File: src/rtl/alu_pkg.sv
// alu_pkg: definitions shared by the ALU sharing logic.
//   - ALU_* : 4-bit ALU operation codes as seen on alu_op.
//   - state_t : sequencer states of the arbiter (IDLE, EXEC, RESP).
package alu_pkg;

    localparam logic [3:0] ALU_ADD  = 4'b0000;
    localparam logic [3:0] ALU_SUB  = 4'b0001;
    localparam logic [3:0] ALU_PASS = 4'b0010;
    localparam logic [3:0] ALU_NOT  = 4'b0011;
    localparam logic [3:0] ALU_AND  = 4'b0100;
    localparam logic [3:0] ALU_OR   = 4'b0101;
    localparam logic [3:0] ALU_NAND = 4'b0110;
    localparam logic [3:0] ALU_NOR  = 4'b0111;
    localparam logic [3:0] ALU_XOR  = 4'b1000;
    localparam logic [3:0] ALU_XNOR = 4'b1001;
    localparam logic [3:0] ALU_SLL  = 4'b1010;
    localparam logic [3:0] ALU_SRL  = 4'b1011;
    localparam logic [3:0] ALU_ASL1 = 4'b1100;
    localparam logic [3:0] ALU_ASR1 = 4'b1101;
    localparam logic [3:0] ALU_NEG  = 4'b1110;
    localparam logic [3:0] ALU_ZERO = 4'b1111;

    typedef enum logic [1:0] {
        IDLE = 2'd0,
        EXEC = 2'd1,
        RESP = 2'd2
    } state_t;

endpackage

File: src/rtl/alu_share_arbiter_rr_pick.sv
// rr_pick: combinational round-robin selector.
//   req       : request bits, one per requester
//   last      : index of the most recently granted requester
//   grant     : one-hot grant (all zero when nothing requests)
//   grant_idx : index of the granted requester
//   any       : high when some request is present
// The scan starts at last+1 (mod NREQ), so the previous winner has the
// lowest priority on the next decision.
module rr_pick #(
    parameter int NREQ = 2
) (
    input  logic [NREQ-1:0]         req,
    input  logic [$clog2(NREQ)-1:0] last,
    output logic [NREQ-1:0]         grant,
    output logic [$clog2(NREQ)-1:0] grant_idx,
    output logic                    any
);

    localparam int IW = $clog2(NREQ);

    int cand;

    always_comb begin
        grant     = '0;
        grant_idx = '0;
        any       = 1'b0;
        cand      = 0;
        for (int k = 1; k <= NREQ; k++) begin
            cand = (int'(last) + k) % NREQ;
            if (!any && req[cand[IW-1:0]]) begin
                any                = 1'b1;
                grant[cand[IW-1:0]] = 1'b1;
                grant_idx          = cand[IW-1:0];
            end
        end
    end

endmodule

File: src/rtl/alu_share_arbiter.sv
// alu_share_arbiter: shares one combinational ALU between NREQ requesters.
//   clk, reset            : clock, synchronous active-high reset
//   req_valid/req_ready   : per-requester request channel
//   req_op/req_a/req_b    : per-requester op and operands (packed slices)
//   rsp_valid/rsp_ready   : per-requester response channel (one-hot valid)
//   rsp_result/rsp_bcond  : captured ALU result, shared by all requesters
//   alu_in_1/2, alu_op    : drive the ALU (idle value: zeros, ZERO op)
//   alu_result/alu_bcond  : ALU combinational outputs
//   busy                  : an operation is in flight
//
// Handshakes: a transfer happens on a rising clk edge where both valid and
// ready of the same requester are high. Request fields are sampled only on
// that edge; valid may drop beforehand without effect. A response is held
// (valid and data stable) until the owner's ready is high at an edge.
module alu_share_arbiter
    import alu_pkg::*;
#(
    parameter int NREQ = 2,
    parameter int W    = 32
) (
    input  logic              clk,
    input  logic              reset,
    input  logic [NREQ-1:0]   req_valid,
    output logic [NREQ-1:0]   req_ready,
    input  logic [4*NREQ-1:0] req_op,
    input  logic [W*NREQ-1:0] req_a,
    input  logic [W*NREQ-1:0] req_b,
    output logic [NREQ-1:0]   rsp_valid,
    input  logic [NREQ-1:0]   rsp_ready,
    output logic [W-1:0]      rsp_result,
    output logic              rsp_bcond,
    output logic [W-1:0]      alu_in_1,
    output logic [W-1:0]      alu_in_2,
    output logic [3:0]        alu_op,
    input  logic [W-1:0]      alu_result,
    input  logic              alu_bcond,
    output logic              busy
);

    localparam int IW = $clog2(NREQ);

    state_t          state;
    logic [IW-1:0]   last;
    logic [IW-1:0]   owner;
    logic [3:0]      op_q;
    logic [W-1:0]    a_q;
    logic [W-1:0]    b_q;

    logic [NREQ-1:0] pick_grant;
    logic [IW-1:0]   pick_idx;
    logic            pick_any;

    rr_pick #(.NREQ(NREQ)) u_pick (
        .req       (req_valid),
        .last      (last),
        .grant     (pick_grant),
        .grant_idx (pick_idx),
        .any       (pick_any)
    );

    // Ready goes only to the round-robin winner, and only while idle, so an
    // accepted request is exactly "IDLE and some request present".
    assign req_ready = (state == IDLE) ? pick_grant : '0;

    always_ff @(posedge clk) begin
        if (reset) begin
            state      <= IDLE;
            last       <= IW'(NREQ - 1);
            owner      <= '0;
            op_q       <= ALU_ZERO;
            a_q        <= '0;
            b_q        <= '0;
            rsp_result <= '0;
            rsp_bcond  <= 1'b0;
        end else begin
            case (state)
                IDLE: begin
                    if (pick_any) begin
                        op_q  <= req_op[4*int'(pick_idx) +: 4];
                        a_q   <= req_a[W*int'(pick_idx) +: W];
                        b_q   <= req_b[W*int'(pick_idx) +: W];
                        owner <= pick_idx;
                        last  <= pick_idx;
                        state <= EXEC;
                    end
                end
                EXEC: begin
                    rsp_result <= alu_result;
                    rsp_bcond  <= alu_bcond;
                    state      <= RESP;
                end
                RESP: begin
                    // Only the owner's ready can close the response.
                    if (rsp_ready[owner]) begin
                        state <= IDLE;
                    end
                end
                default: state <= IDLE;
            endcase
        end
    end

    // The ALU sees the latched operands only during EXEC; otherwise it is
    // parked on the ZERO op with zero inputs.
    assign alu_in_1 = (state == EXEC) ? a_q  : '0;
    assign alu_in_2 = (state == EXEC) ? b_q  : '0;
    assign alu_op   = (state == EXEC) ? op_q : ALU_ZERO;

    always_comb begin
        rsp_valid = '0;
        if (state == RESP) begin
            rsp_valid[owner] = 1'b1;
        end
    end

    assign busy = (state != IDLE);

endmodule

File: config.mk
export PLATFORM = sky130hd
export DESIGN_NAME = alu_share_arbiter
export DESIGN_NICKNAME = d
export VERILOG_FILES = /design/src/rtl/alu_pkg.sv /design/src/rtl/alu_share_arbiter_rr_pick.sv /design/src/rtl/alu_share_arbiter.sv
export SDC_FILE = /design/constraint.sdc
export NUM_CORES = 1
export LEC_CHECK = 0
export ABC_CLOCK_PERIOD_IN_PS = 4200
export BUFFER_PORTS_ARGS = -buffer_cell sky130_fd_sc_hd__buf_2
export CORE_AREA = 2 2 110 112
export CTS_BUF_LIST = sky130_fd_sc_hd__clkbuf_8
export CTS_CLUSTER_DIAMETER = 100
export CTS_CLUSTER_SIZE = 12
export DETAILED_ROUTE_END_ITERATION = 16
export DIE_AREA = 0 0 112 114
export PLACE_DENSITY = 0.79
export SYNTH_ARGS = -nofsm -noshare
export SYNTH_HDL_FRONTEND = slang
export SYNTH_HIERARCHICAL = 1
export SYNTH_SLANG_ARGS = --single-unit
File: constraint.sdc
create_clock -name clk -period 4.2 [get_ports clk]
set_input_delay 0 -clock clk [delete_from_list [all_inputs] [get_ports clk]]
set_output_delay 0 -clock clk [all_outputs]
set_load 0.02 [all_outputs]
**Word level (Yosys, flattened, before mapping)**

Cells that the tools add are included.

- $lt $le $gt $ge: 6
- Eq/ne operators: 4
- Bitwise logic cells: 1
- Multiplexer cells: 26
- $mul: 0
- Div/mod/pow operators: 0
- Add/sub/neg operators: 2
- Reduce and logical (&&, ||, !) cells: 9
- Shift operators: 3

Operator list:

| kind | number |
|---|---|
| indexed part select 64 x 7 -> 32 bit | 2 |
| 2-to-1 mux 32 bit | 2 |
| 2-to-1 mux 1 bit | 13 |
| 2-to-1 mux 2 bit | 6 |
| indexed part select 8 x 4 -> 4 bit | 1 |
| less-than comparator 1 x 2 -> 1 bit, second input constant | 3 |
| one-hot mux 2 bit (3 select lines) | 1 |
| logical AND 1 bit | 4 |
| 2-to-1 mux 4 bit | 1 |
| != test 2 bit, second input constant | 2 |
| AND reduction 2 bit | 2 |
| demux 1 bit (select 1 bit) | 3 |
| >= comparator 1 bit, second input constant | 3 |
| adder 1 bit, second input constant | 2 |
| equality test 2 x 1 -> 1 bit, second input constant | 1 |
| equality test 2 bit, second input constant | 1 |
| zero test 2 bit | 1 |
| OR 2 bit | 1 |
| nonzero test 2 bit | 1 |
| zero test 1 bit | 1 |

- RAM bits: 0
- Register bits after elaboration: 105
- Memories kept: 0
- Word-level logic and storage cells: 59
- Output and inout port bits: 106
- Memory bits (read-only): 0
- Bits of input ports: 175
- Bits in latches: 0

**Depth between registers and ports, before layout**

Gate-level depths: netlist of run 1.

- Depth in word-level cells: 9
- Mapped depth: 6
- Mapped depth without buffers: 5

**Modules after synthesis**

The synthesis of run 1 kept the hierarchy.

Modules (own cells, without submodules):

| module | area each (sq um) | times used | cells each | sequential area each (sq um) |
|---|---|---|---|---|
| alu_share_arbiter | 4867.2 | 1 | 469 | 2102.0 |
| rr_pick | 32.5 | 1 | 5 | 0.0 |

**Worst setup path before layout of run 1**

Ideal clock, no wire load.

- Path type: register to register
- Start: register last
- End: register a_q[22]
- Path slack: 2.640 ns
- Clock period less this slack: 1.560 ns
- Buffers on the path: 3
- Data arrival time: 1.442 ns
- Cell stages (with the launch flop): 7
- Cell sequence: dfxtp_1 > a21boi_0 > buf_2 > buf_2 > buf_2 > mux2i_1 > o2bb2ai_2

- Word-level cells in the longest chain between the ends: 8
- Elaborated cells between the ends (all ways): 14
- Classes of those cells: add/sub: 2; shift: 1; mux: 8; reduce/logical: 3

RTL lines:

| item | line | text |
|---|---|---|
| start, declared | alu_share_arbiter.sv:43 | `logic [IW-1:0] last;` |
| start signal, assigned | alu_share_arbiter.sv:68 | `last <= IW'(NREQ - 1);` |
| start signal, assigned | alu_share_arbiter.sv:83 | `last <= pick_idx;` |
| adder 1 bit | alu_share_arbiter_rr_pick.sv:29 | `cand = (int'(last) + k) % NREQ;` |
| 2-to-1 mux 1 bit (not written as such) (2 in a row) | alu_share_arbiter_rr_pick.sv:30 | `if (!any && req[cand[IW-1:0]]) begin` |
| 2-to-1 mux 1 bit | alu_share_arbiter_rr_pick.sv:30 |  |
| zero test 1 bit | alu_share_arbiter_rr_pick.sv:30 |  |
| logical AND 1 bit | alu_share_arbiter_rr_pick.sv:30 |  |
| 2-to-1 mux 1 bit * | alu_share_arbiter_rr_pick.sv:30 |  |
| via pick_idx | alu_share_arbiter.sv:50 | `logic [IW-1:0] pick_idx;` |
| indexed part select 64 x 7 -> 32 bit * | alu_share_arbiter.sv:80 | `a_q <= req_a[W*int'(pick_idx) +: W];` |
| end signal, assigned | alu_share_arbiter.sv:80 |  |
| end, declared | alu_share_arbiter.sv:46 | `logic [W-1:0] a_q;` |

Mark *: on every way through the listed nets, which the timed path passes. The rest lies on a longest branch. The select of a mux whose other input is x is not followed.
A chain may end at the register's enable or synchronous reset.

**Worst setup path in the final report of run 1**

- Start: register last
- End: register b_q[28]

- Word-level cells in the longest chain between the ends: 8
- Elaborated cells between the ends (all ways): 14
- Classes of those cells: add/sub: 2; shift: 1; mux: 8; reduce/logical: 3

RTL lines:

| item | line | text |
|---|---|---|
| adder 1 bit | alu_share_arbiter_rr_pick.sv:29 |  |
| 2-to-1 mux 1 bit (not written as such) (2 in a row) | alu_share_arbiter_rr_pick.sv:30 |  |
| 2-to-1 mux 1 bit | alu_share_arbiter_rr_pick.sv:30 |  |
| zero test 1 bit | alu_share_arbiter_rr_pick.sv:30 |  |
| logical AND 1 bit | alu_share_arbiter_rr_pick.sv:30 |  |
| 2-to-1 mux 1 bit * | alu_share_arbiter_rr_pick.sv:30 |  |
| via pick_idx | alu_share_arbiter.sv:50 |  |
| indexed part select 64 x 7 -> 32 bit * | alu_share_arbiter.sv:81 | `b_q <= req_b[W*int'(pick_idx) +: W];` |
| end signal, assigned | alu_share_arbiter.sv:81 |  |
| end, declared | alu_share_arbiter.sv:47 | `logic [W-1:0] b_q;` |

Marked as above.

==> metrics.csv, run 1 <==
metric;value;unit
run_status;completed;
cts_tree;built;
io-pin-count;281;
dpl-instance-area;0.00636;sq mm
die_x;112;um
arrival;2.79;ns
first_iter_violations;389;
rsz0062_at_grt;no;
die_h;114;um
die-area;0.0128;sq mm
gr-total-overflow;0;
firstDrtPassIters;4;
setup_viol;0;
insertion_delay;0.36;ns
initial_core_util;0.418;
syn-instance-count;474;
final_util;0.705;
dp_hpwl;9150;um
drive_gt1_frac;0.391;
syn_nets;649;
netlist_area;0.00490;sq mm
endpoint_kind;register;
maxCapViolCount;0;
relSlewSlack;0.206;
seq_area_frac_synth;0.429;
crit_type;reg -> reg;
wl_met3;1080;um
drv_slew;0;
ys_async_sr_fraction;0;
cts.sinks;105;
fin_setup_tns;0;ns
wirelength;17000;um
place_congestion;0.780;
leakagePower;0.00384;uW
synth-edff-count;0;
nets;1076;
grt_max_degree;70;
critPathMaxFanout;69;
cts_buffers;9;
wl_met1;6350;um
core-area;0.0117;sq mm
wire_per_inst;16.1;um
syn2layout_area_growth;68.4;%
fin_crit;2.58;ns
final_area;0.00825;sq mm
dr_total_vias;5242;
route.detailed.drc;0;
antenna_found_initial;0;
finalCritPeriodShare;0.613;
syn_avg_cell_area;10.3;sq um
ys_ff_latch;105;
top_layer;met4;
hold_path_startpoint;req_valid[1];
diodes;0;
timing.rr.start;last;
clock_skew;0.0114;ns
clk_pin_slew_worst_paths;0.09;ns
numPortBuffers;280;
grt_pass1_wl;27100;um
synth_warnings;6;
hold_violations;0;
cp-start-kind;register;
synth_flop_cell;dfxtp_1;
clk_path_buf_depth;2;
grt_pass1_vias;5607;
worstPathRequired;4.41;ns
met2_length;9060;um
hold_ws;0.155;ns
tightestPinTransition;1.19;ns
max_freq;388;MHz
vias_per_cell;4.98;
row_count;40;
cts_root_buf;clkbuf_8;
antenna_left;0;
power_density;297;mW/mm^2
htree_levels;3;
crit_start;last;
yosysUniqueCellTypes;25;
min_path_type;in -> reg;
track_usage;0.263;
ir_worst_vdd;173;uV
## worst max-delay path, stage by stage (launching register included)
cell and delay [ns]:
dfxtp_1 0.37, a21boi_4 0.15, buf_4 0.87, mux2i_1 0.33, dlygate4sd3_1 0.61, o2bb2ai_2 0.06
## per-layer routing
layer / global-route usage / vias up
met1: 0.285 / 2459
met5: 0 / -
met2: 0.507 / 252
met4: 0.108 / 0
li1: - / 2494
met3: 0.0452 / 37
## where the power goes
| group | internal [uW] | switching [uW] | total [uW] |
|---|---|---|---|
| logic | 366 | 344 | 710 |
| registers | 1090 | 61.6 | 1150 |
| clock network | 247 | 343 | 590 |
| total | 1700 | 748 | 2450 |
## synth_stat cells (2+ instances only)
cell	instances	area, sq um
a21boi_0	2	15.0
a21oi_1	36	180
a2bb2oi_1	4	35.0
and2_1	66	413
buf_1	3	11.3
buf_2	10	50.1
buf_6	6	67.6
clkbuf_1	21	78.8
dfxtp_1	105	2100
inv_1	3	11.3
mux2i_1	69	691
nand2_1	68	255
nand2b_1	6	37.5
o2bb2ai_1	14	123
o2bb2ai_2	50	751
or2_1	2	12.5
## area by class of cell
| class | instances | area (sq um) |
|---|---|---|
| sequential | 105 | 2100 |
| clock buffer | 11 | 151 |
| timing repair buffer | 456 | 3160 |
| multi-input combinational | 326 | 2610 |
| tap | 147 | 184 |
| fill | 800 | 3460 |
| inverter | 3 | 11.3 |
| clock inverter | 5 | 32.5 |
## registers in the layout (all words and copies together) (netlist names)
signal	count
last	1
rsp_result	32
state	2
owner	1
rsp_bcond	1
op_q	4
b_q	32
a_q	32
## repair_timing
item	CTS	global route
hold buffers	171	0
gates resized for setup	0	0
buffers inserted	0	0
endpoints found under the hold margin	102	0
## per-stage QoR
stage / total power (uW) / setup slack (ns) / std cells
2_1_floorplan: 1510 / 2.64 / 474
3_3_place_gp: 1690 / 2.14 / 866
3_5_place_dp: 1700 / 2.06 / 866
4_1_cts: 2440 / 1.69 / 1053
5_1_grt: 2580 / 1.48 / 1053
6_report: 2450 / 1.62 / 1053
## cell usage in the layout (no fill, tap or decap), types with 2 or more instances in the layout
master / synthesis / layout
a21oi_1: 36 / 36
a2bb2oi_1: 4 / 4
and2_1: 66 / 66
buf_2: 10 / 280
buf_4: 0 / 4
clkbuf_8: 0 / 11
clkinv_4: 0 / 2
dfxtp_1: 105 / 105
dlygate4sd3_1: 0 / 171
inv_1: 3 / 5
mux2i_1: 69 / 69
nand2_1: 68 / 68
nand2b_1: 6 / 6
o2bb2ai_1: 14 / 14
o2bb2ai_2: 50 / 50
## logic make-up after synthesis
logic type             count (synthesis)  synth area share
AOI/OAI and AO/OA                    108             0.229
and+or+nand+nor                      149             0.157
DFF                                  105             0.429
muxes                                 69             0.141
buffers and inverters                 43            0.0447
## final timing paths
check | to | slack [ns] | depth (start not counted)
max | b_q[28] | 1.62 | 5
max reg2reg | b_q[28] | 1.62 | 5
min reg2reg | rsp_result[12] | 0.46 | 2
min | last | 0.16 | 4
Power figures use the tool's default switching activity.
==> run 2, diff against run 1 <==
--- a/config.mk
+++ b/config.mk
@@ -5,14 +5,15 @@
 export SDC_FILE = /design/constraint.sdc
 export NUM_CORES = 1
 export LEC_CHECK = 0
-export ABC_CLOCK_PERIOD_IN_PS = 4200
+export ABC_AREA = 1
+export ABC_CLOCK_PERIOD_IN_PS = 2350
 export BUFFER_PORTS_ARGS = -buffer_cell sky130_fd_sc_hd__buf_2
-export CORE_AREA = 2 2 110 112
+export CORE_MARGIN = 2
+export CORE_UTILIZATION = 42
 export CTS_BUF_LIST = sky130_fd_sc_hd__clkbuf_8
 export CTS_CLUSTER_DIAMETER = 100
 export CTS_CLUSTER_SIZE = 12
 export DETAILED_ROUTE_END_ITERATION = 16
-export DIE_AREA = 0 0 112 114
 export PLACE_DENSITY = 0.79
 export SYNTH_ARGS = -nofsm -noshare
 export SYNTH_HDL_FRONTEND = slang
==> constraint.sdc (replaced) <==
create_clock -name clk -period 2.35 [get_ports clk]
set_input_delay 0 -clock clk [delete_from_list [all_inputs] [get_ports clk]]
set_output_delay 0 -clock clk [all_outputs]
set_load 0.02 [all_outputs]
==> metrics.csv, run 2 <==
metric;value;unit
core-area;0.0125;sq mm
cts_buffers;9;
netlist_area;0.00536;sq mm
power_density;590;mW/mm^2
cts.sinks;105;
layout_commonest_cell;buf_2;
hold_violations;0;
initial_core_util;0.428;
place_congestion;0.794;
cts_setup_buffers;0;
netlist.area_leader.share;0.392;
row_count;41;
arrival;2.24;ns
layout_common_cells;buf_2 (280), nor2_1 (264), nand2_1 (212), inv_1 (139), dlygate4sd3_1 (128);
die_h;117;um
worstPathRequired;2.61;ns
syn-instance-count;897;
crit_top_cell;nor2_1;
first_iter_violations;447;
drv_slew;0;
dp_hpwl;10400;um
route.detailed.drc;0;
relSlewSlack;0.614;
synth.top_cells.by_count;nor2_1 (264), nand2_1 (213), inv_1 (140), dfxtp_1 (105), o21ai_0 (98);
htree_levels;3;
maxCapViolCount;0;
drive_gt1_frac;0.247;
reg2reg_slack;0.36;ns
numPortBuffers;280;
ys_async_sr_fraction;0;
reg_top3;a_q (32), b_q (32), rsp_result (32);
endpoint_kind;register;
cts_hold_buf;128;
yosysUniqueCellTypes;17;
slowest_stage;dlygate4sd3_1;
fin_setup_tns;0;ns
fillCellCount;1072;
synthTopCellsByArea;dfxtp_1 (39%), nor2_1 (18%), nand2_1 (15%), inv_1 (9.8%), o21ai_0 (9.1%);
die-area;0.0137;sq mm
min_to;b_q[24];
io-pin-count;281;
critPathMaxFanout;108;
ir_worst_vdd;333;uV
synth-edff-count;0;
r2r_cells;6;
min_path_type;in -> reg;
grt_pass1_vias;6306;
wirelength;17800;um
synth_warnings;6;
path_delay_family;buffers and inverters;
clk_path_buf_depth;2;
syn2layout_area_growth;54.5;%
comb_power_share;0.319;
track_usage;0.252;
cts_tree;built;
wire_per_inst;12.3;um
p_int;3270;uW
fin_crit;1.99;ns
yosysMostFrequentCell;nor2_1;
syn_nets;1072;
synth_top_area_cell;dfxtp_1;
seqPwrFrac;0.423;
dp_cells;1304;
max_freq;504;MHz
die_x;117;um
final_area;0.00828;sq mm
critical_path.max_stage_delay;0.59;ns
layout.cells.non_filler;1448;
leakagePower;0.00456;uW
syn_avg_cell_area;5.98;sq um
clock_skew;0.0112;ns
p_sw;1610;uW
multi_input_area;0.00242;sq mm
dpl-instance-area;0.00678;sq mm
gr-total-overflow;0;
crit_type;reg -> reg;
regArea;0.00210;sq mm
final_util;0.662;
vias_per_cell;4.55;
seq_area_frac_synth;0.392;
dr_total_vias;6588;
timing.rr.start;last;
antenna_left;0;
crit_chain;a21oi_4 > buf_12 > o21ai_0 > dlygate4sd3_1 > nor2_1 > nor2_1;
grt_pass1_wl;27500;um
hold_path_startpoint;req_b[56];
setup_viol;0;
ys_ff_latch;105;
tightestPinTransition;0.578;ns
finalCritPeriodShare;0.845;
switching_share;0.330;
whs_path_depth;5;
clk_pin_slew_worst_paths;0.10;ns
nets;1446;
cts_root_buf;clkbuf_8;
critPathBufInv;2;
reg2reg_to;a_q[15];
grt_max_degree;109;
cp-start-kind;register;
firstDrtPassIters;5;
insertion_delay;0.35;ns
ctsResizeCount;0;
clock_power_share;0.259;
antenna_found_initial;0;
crit_cells;6;
synth_flop_cell;dfxtp_1;
run_status;completed;
rsz0062_at_grt;no;
-- run 2: cell count changes in the layout (fill, tap and decap cells not counted), moves of 33 or more --
cell / previous run / this run
mux2i_1: 69 / 0
a21oi_1: 36 / 3
nand2_1: 68 / 212
and2_1: 66 / 0
o21ai_0: 0 / 98
inv_1: 5 / 139
nor2_1: 1 / 264
o2bb2ai_2: 50 / 0
dlygate4sd3_1: 171 / 128
-- run 2: cell type report --
| type | count | share of cell area |
|---|---|---|
| Antenna cell | 1 | 0.000302 |
| Clock buffer | 10 | 0.0166 |
| Clock inverter | 5 | 0.0104 |
| Inverter | 142 | 0.0644 |
| Multi-Input combinational cell | 596 | 0.292 |
| Sequential cell | 105 | 0.254 |
| Tap cell | 172 | 0.0260 |
| Timing Repair Buffer | 417 | 0.337 |
-- run 2: power by group through the flow --
stage | Clock [uW] | Combinational, uW | Sequential (uW)
detailed placement | 0 | 1310 | 2110
finish | 1260 | 1560 | 2060
global placement | 0 | 1290 | 2100
floorplan | 0 | 859 | 2160
CTS | 1290 | 1520 | 2060
global route | 1360 | 1750 | 2090
-- run 2: per-layer routing --
layer,vias to the layer above,share of wire,track usage
li1,3365,-,-
met1,2877,0.39,0.274
met2,274,0.50,0.461
met3,72,0.058,0.0402
met4,0,0.045,0.148
met5,-,0,0
-- run 2: cell families (layout without fill, tap and decap cells) --
family / after synthesis / after routing / share of synthesized area
simple gates: 491 / 491 / 0.349
other cells: 0 / 1 / 0
buf+inv: 196 / 574 / 0.161
compound gates: 105 / 105 / 0.0980
flops: 105 / 105 / 0.392
-- run 2: worst max-delay path by stage --
stage | start | end
4_1_cts | state[1] | alu_in_2[5]
6_report | last | a_q[15]
2_1_floorplan | last | a_q[0]
3_3_place_gp | state[0] | rsp_result[20]
5_1_grt | last | a_q[14]
3_5_place_dp | state[0] | rsp_result[23]
-- run 2: through the flow --
step	hold slack, ns	power, uW	setup slack, ns
after floorplan	0.0691	3020	1.13
after global placement	0.226	3390	0.827
after detailed placement	0.226	3410	0.740
after CTS	0.0000664	4870	0.443
after global routing	0.0115	5200	0.247
final	0.00948	4880	0.364
-- run 2: worst register-to-register path, delay by kind of cell (launching register included) --
kind	cells	cell delay [ns]
compound gates	2	0.43
buf+inv	2	0.89
flops	1	0.37
simple gates	2	0.20
==> run 3, diff against run 2 <==
--- a/config.mk
+++ b/config.mk
@@ -5,15 +5,15 @@
 export SDC_FILE = /design/constraint.sdc
 export NUM_CORES = 1
 export LEC_CHECK = 0
-export ABC_AREA = 1
-export ABC_CLOCK_PERIOD_IN_PS = 2350
+export ABC_AREA = 0
+export ABC_CLOCK_PERIOD_IN_PS = 2000
 export BUFFER_PORTS_ARGS = -buffer_cell sky130_fd_sc_hd__buf_2
-export CORE_MARGIN = 2
-export CORE_UTILIZATION = 42
+export CORE_AREA = 2 2 110 112
 export CTS_BUF_LIST = sky130_fd_sc_hd__clkbuf_8
 export CTS_CLUSTER_DIAMETER = 100
 export CTS_CLUSTER_SIZE = 12
 export DETAILED_ROUTE_END_ITERATION = 16
+export DIE_AREA = 0 0 112 114
 export PLACE_DENSITY = 0.79
 export SYNTH_ARGS = -nofsm -noshare
 export SYNTH_HDL_FRONTEND = slang
==> constraint.sdc (replaced) <==
create_clock -name clk -period 2 [get_ports clk]
set_input_delay 0 -clock clk [delete_from_list [all_inputs] [get_ports clk]]
set_output_delay 0 -clock clk [all_outputs]
set_load 0.02 [all_outputs]
==> metrics.csv, run 3 <==
metric;value;unit
run_status;aborted with a tool error;
stop_stage;4_1_cts;
stop_error;[ERROR RSZ-0060] Max buffer count reached.;
netlist_area;0.00490;sq mm
syn-instance-count;474;
synthTopCellsByArea;dfxtp_1 (43%), o2bb2ai_2 (15%), mux2i_1 (14%), and2_1 (8.4%), nand2_1 (5.2%);
synth_flop_cell;dfxtp_1;
row_count;40;
syn_nets;649;
cts_hold_buf;178;
ctsResizeCount;0;
cts_setup_buffers;0;
ys_async_sr_fraction;0;
cts_buffers;9;
syn_avg_cell_area;10.3;sq um
seq_area_frac_synth;0.429;
io-pin-count;281;
yosysUniqueCellTypes;25;
numPortBuffers;280;
synth.top_cells.by_count;dfxtp_1 (105), mux2i_1 (69), nand2_1 (68), and2_1 (66), o2bb2ai_2 (50);
synth_top_area_cell;dfxtp_1;
place_congestion;0.801;
yosysMostFrequentCell;dfxtp_1;
synth_warnings;6;
place_ws;0.316;ns
ys_ff_latch;105;
die_h;114;um
initial_core_util;0.418;
netlist.area_leader.share;0.429;
dp_hpwl;9490;um
htree_levels;3;
die_x;112;um
cts_root_buf;clkbuf_8;
cts.sinks;105;
clk_path_buf_depth;2;
synth-edff-count;0;
## run 3: logic make-up after synthesis
logic type / after synthesis / share of synthesized area
AND/OR/NAND/NOR: 149 / 0.157
AO/OA/AOI/OAI: 108 / 0.229
flip-flops: 105 / 0.429
multiplexers: 69 / 0.141
buffers and inverters: 43 / 0.0447
## run 3: through the flow
step	area, sq um	cells	hold slack [ns]
after floorplan	4900	474	0.136
after global placement	6420	871	0.243
after detailed placement	6420	871	0.246
==> run 4, diff against run 3 <==
--- a/config.mk
+++ b/config.mk
@@ -8,13 +8,10 @@
 export ABC_AREA = 0
 export ABC_CLOCK_PERIOD_IN_PS = 2000
 export BUFFER_PORTS_ARGS = -buffer_cell sky130_fd_sc_hd__buf_2
-export CORE_AREA = 2 2 110 112
-export CTS_BUF_LIST = sky130_fd_sc_hd__clkbuf_8
-export CTS_CLUSTER_DIAMETER = 100
-export CTS_CLUSTER_SIZE = 12
+export CORE_MARGIN = 2
+export CORE_UTILIZATION = 40
 export DETAILED_ROUTE_END_ITERATION = 16
-export DIE_AREA = 0 0 112 114
-export PLACE_DENSITY = 0.79
+export PLACE_DENSITY_LB_ADDON = 0.15
 export SYNTH_ARGS = -nofsm -noshare
 export SYNTH_HDL_FRONTEND = slang
 export SYNTH_HIERARCHICAL = 1
==> metrics.csv, run 4 (synthesis gave the netlist of run 1 again) <==
metric;value;unit
slowest_stage;dlygate4sd3_1;
syn2layout_area_growth;72.7;%
cp-start-kind;register;
final_util;0.707;
reg_top3;a_q (32), b_q (32), rsp_result (32);
relSlewSlack;0.659;
drive_gt1_frac;0.398;
crit_type;reg -> reg;
arrival;2.17;ns
rsz0062_at_grt;no;
layout.cells.non_filler;1061;
layout_common_cells;buf_2 (280), dlygate4sd3_1 (171), dfxtp_1 (105), mux2i_1 (69), nand2_1 (68);
run_status;completed;
fin_crit;1.93;ns
die_h;115;um
grt_pass1_vias;5383;
firstDrtPassIters;4;
cts_setup_buffers;0;
whs_path_depth;2;
setup_viol;0;
crit_chain;a21boi_4 > buf_12 > mux2i_1 > dlygate4sd3_1 > o2bb2ai_2;
hold_violations;0;
wirelength;16800;um
drv_slew;0;
wire_per_inst;15.9;um
clk_path_buf_depth;2;
critPathMaxFanout;20;
min_path_type;in -> reg;
cts.sinks;105;
die_x;115;um
cts_buffers;9;
vias_per_cell;4.88;
nets;1083;
fin_setup_tns;0;ns
track_usage;0.244;
dp_cells;872;
fillCellCount;877;
route.detailed.drc;0;
maxCapViolCount;0;
gr-total-overflow;0;
worstPathRequired;2.24;ns
antenna_found_initial;1;
io-pin-count;281;
clock_skew;0.00663;ns
leakagePower;0.00394;uW
grt_max_degree;45;
tightestPinTransition;0.512;ns
htree_levels;3;
dp_hpwl;9870;um
critical_path.max_stage_delay;0.61;ns
antenna_left;0;
initial_core_util;0.410;
cts_root_buf;clkbuf_16;
clk_pin_slew_worst_paths;0.08;ns
row_count;40;
ir_worst_vdd;442;uV
endpoint_kind;register;
layout_commonest_cell;buf_2;
cts_tree;built;
regArea;0.00210;sq mm
insertion_delay;0.34;ns
finalCritPeriodShare;0.966;
max_freq;518;MHz
ctsResizeCount;0;
r2r_cells;5;
grt_pass1_wl;25300;um
die-area;0.0132;sq mm
multi_input_area;0.00261;sq mm
core-area;0.0120;sq mm
dr_total_vias;5181;
first_iter_violations;325;
place_congestion;0.779;
numPortBuffers;280;
power_density;668;mW/mm^2
==> run 4: worst paths after layout <==
path	from	end	slack (ns)
worst max register to register	last	a_q[21]	0.07
worst min register to register	rsp_result[9]	rsp_result[9]	0.45
worst min-delay path	reset	rsp_result[29]	0.05
worst max-delay path	last	a_q[21]	0.07
==> run 4: layout make-up <==
| cell class | instances | area share |
|---|---|---|
| well taps | 147 | 0.0217 |
| clock inverters | 6 | 0.00680 |
| clock buffers | 10 | 0.0282 |
| diodes | 1 | 0.000296 |
| flip-flops and latches | 105 | 0.248 |
| inverters | 3 | 0.00133 |
| multi-input cells | 326 | 0.308 |
| repair buffers | 463 | 0.385 |
==> run 4: layer usage <==
| metal | track usage | wire length, um | vias up |
|---|---|---|---|
| met2 | 0.451 | 8680 | 241 |
| met1 | 0.253 | 6410 | 2355 |
| met4 | 0.139 | 752 | 2 |
| met5 | 0 | 7 | - |
| li1 | - | - | 2522 |
| met3 | 0.0556 | 994 | 61 |
==> run 4: critical path, delay by kind of cell (launching register included) <==
family	cells	cell delay, ns
buffers and inverters	2	0.84
DFF	1	0.36
AOI/OAI and AO/OA	2	0.34
muxes	1	0.27
==> run 4: per-stage QoR <==
step | hold slack (ns) | total power (uW) | cell area, sq um | setup WS, ns
3_3_place_gp | 0.243 | 3580 | 6430 | 0.489
6_report | 0.0515 | 5650 | 8460 | 0.0678
5_1_grt | 0.0646 | 5920 | 8460 | 0.0192
2_1_floorplan | 0.136 | 3180 | 4900 | 0.440
3_5_place_dp | 0.248 | 3610 | 6430 | 0.441
4_1_cts | 0.0488 | 5670 | 8430 | 0.108
==> run 4: repair_timing <==
action | 4_1_cts | 5_1_grt
endpoints found under the setup margin | 0 | 1
hold buffers | 171 | 0
endpoints found under the hold margin | 102 | 0
==> run 4: report_power, final <==
part	internal [uW]	total, uW	switching (uW)
combinational	764	1480	717
clock	911	1760	844
sequential	2290	2410	125
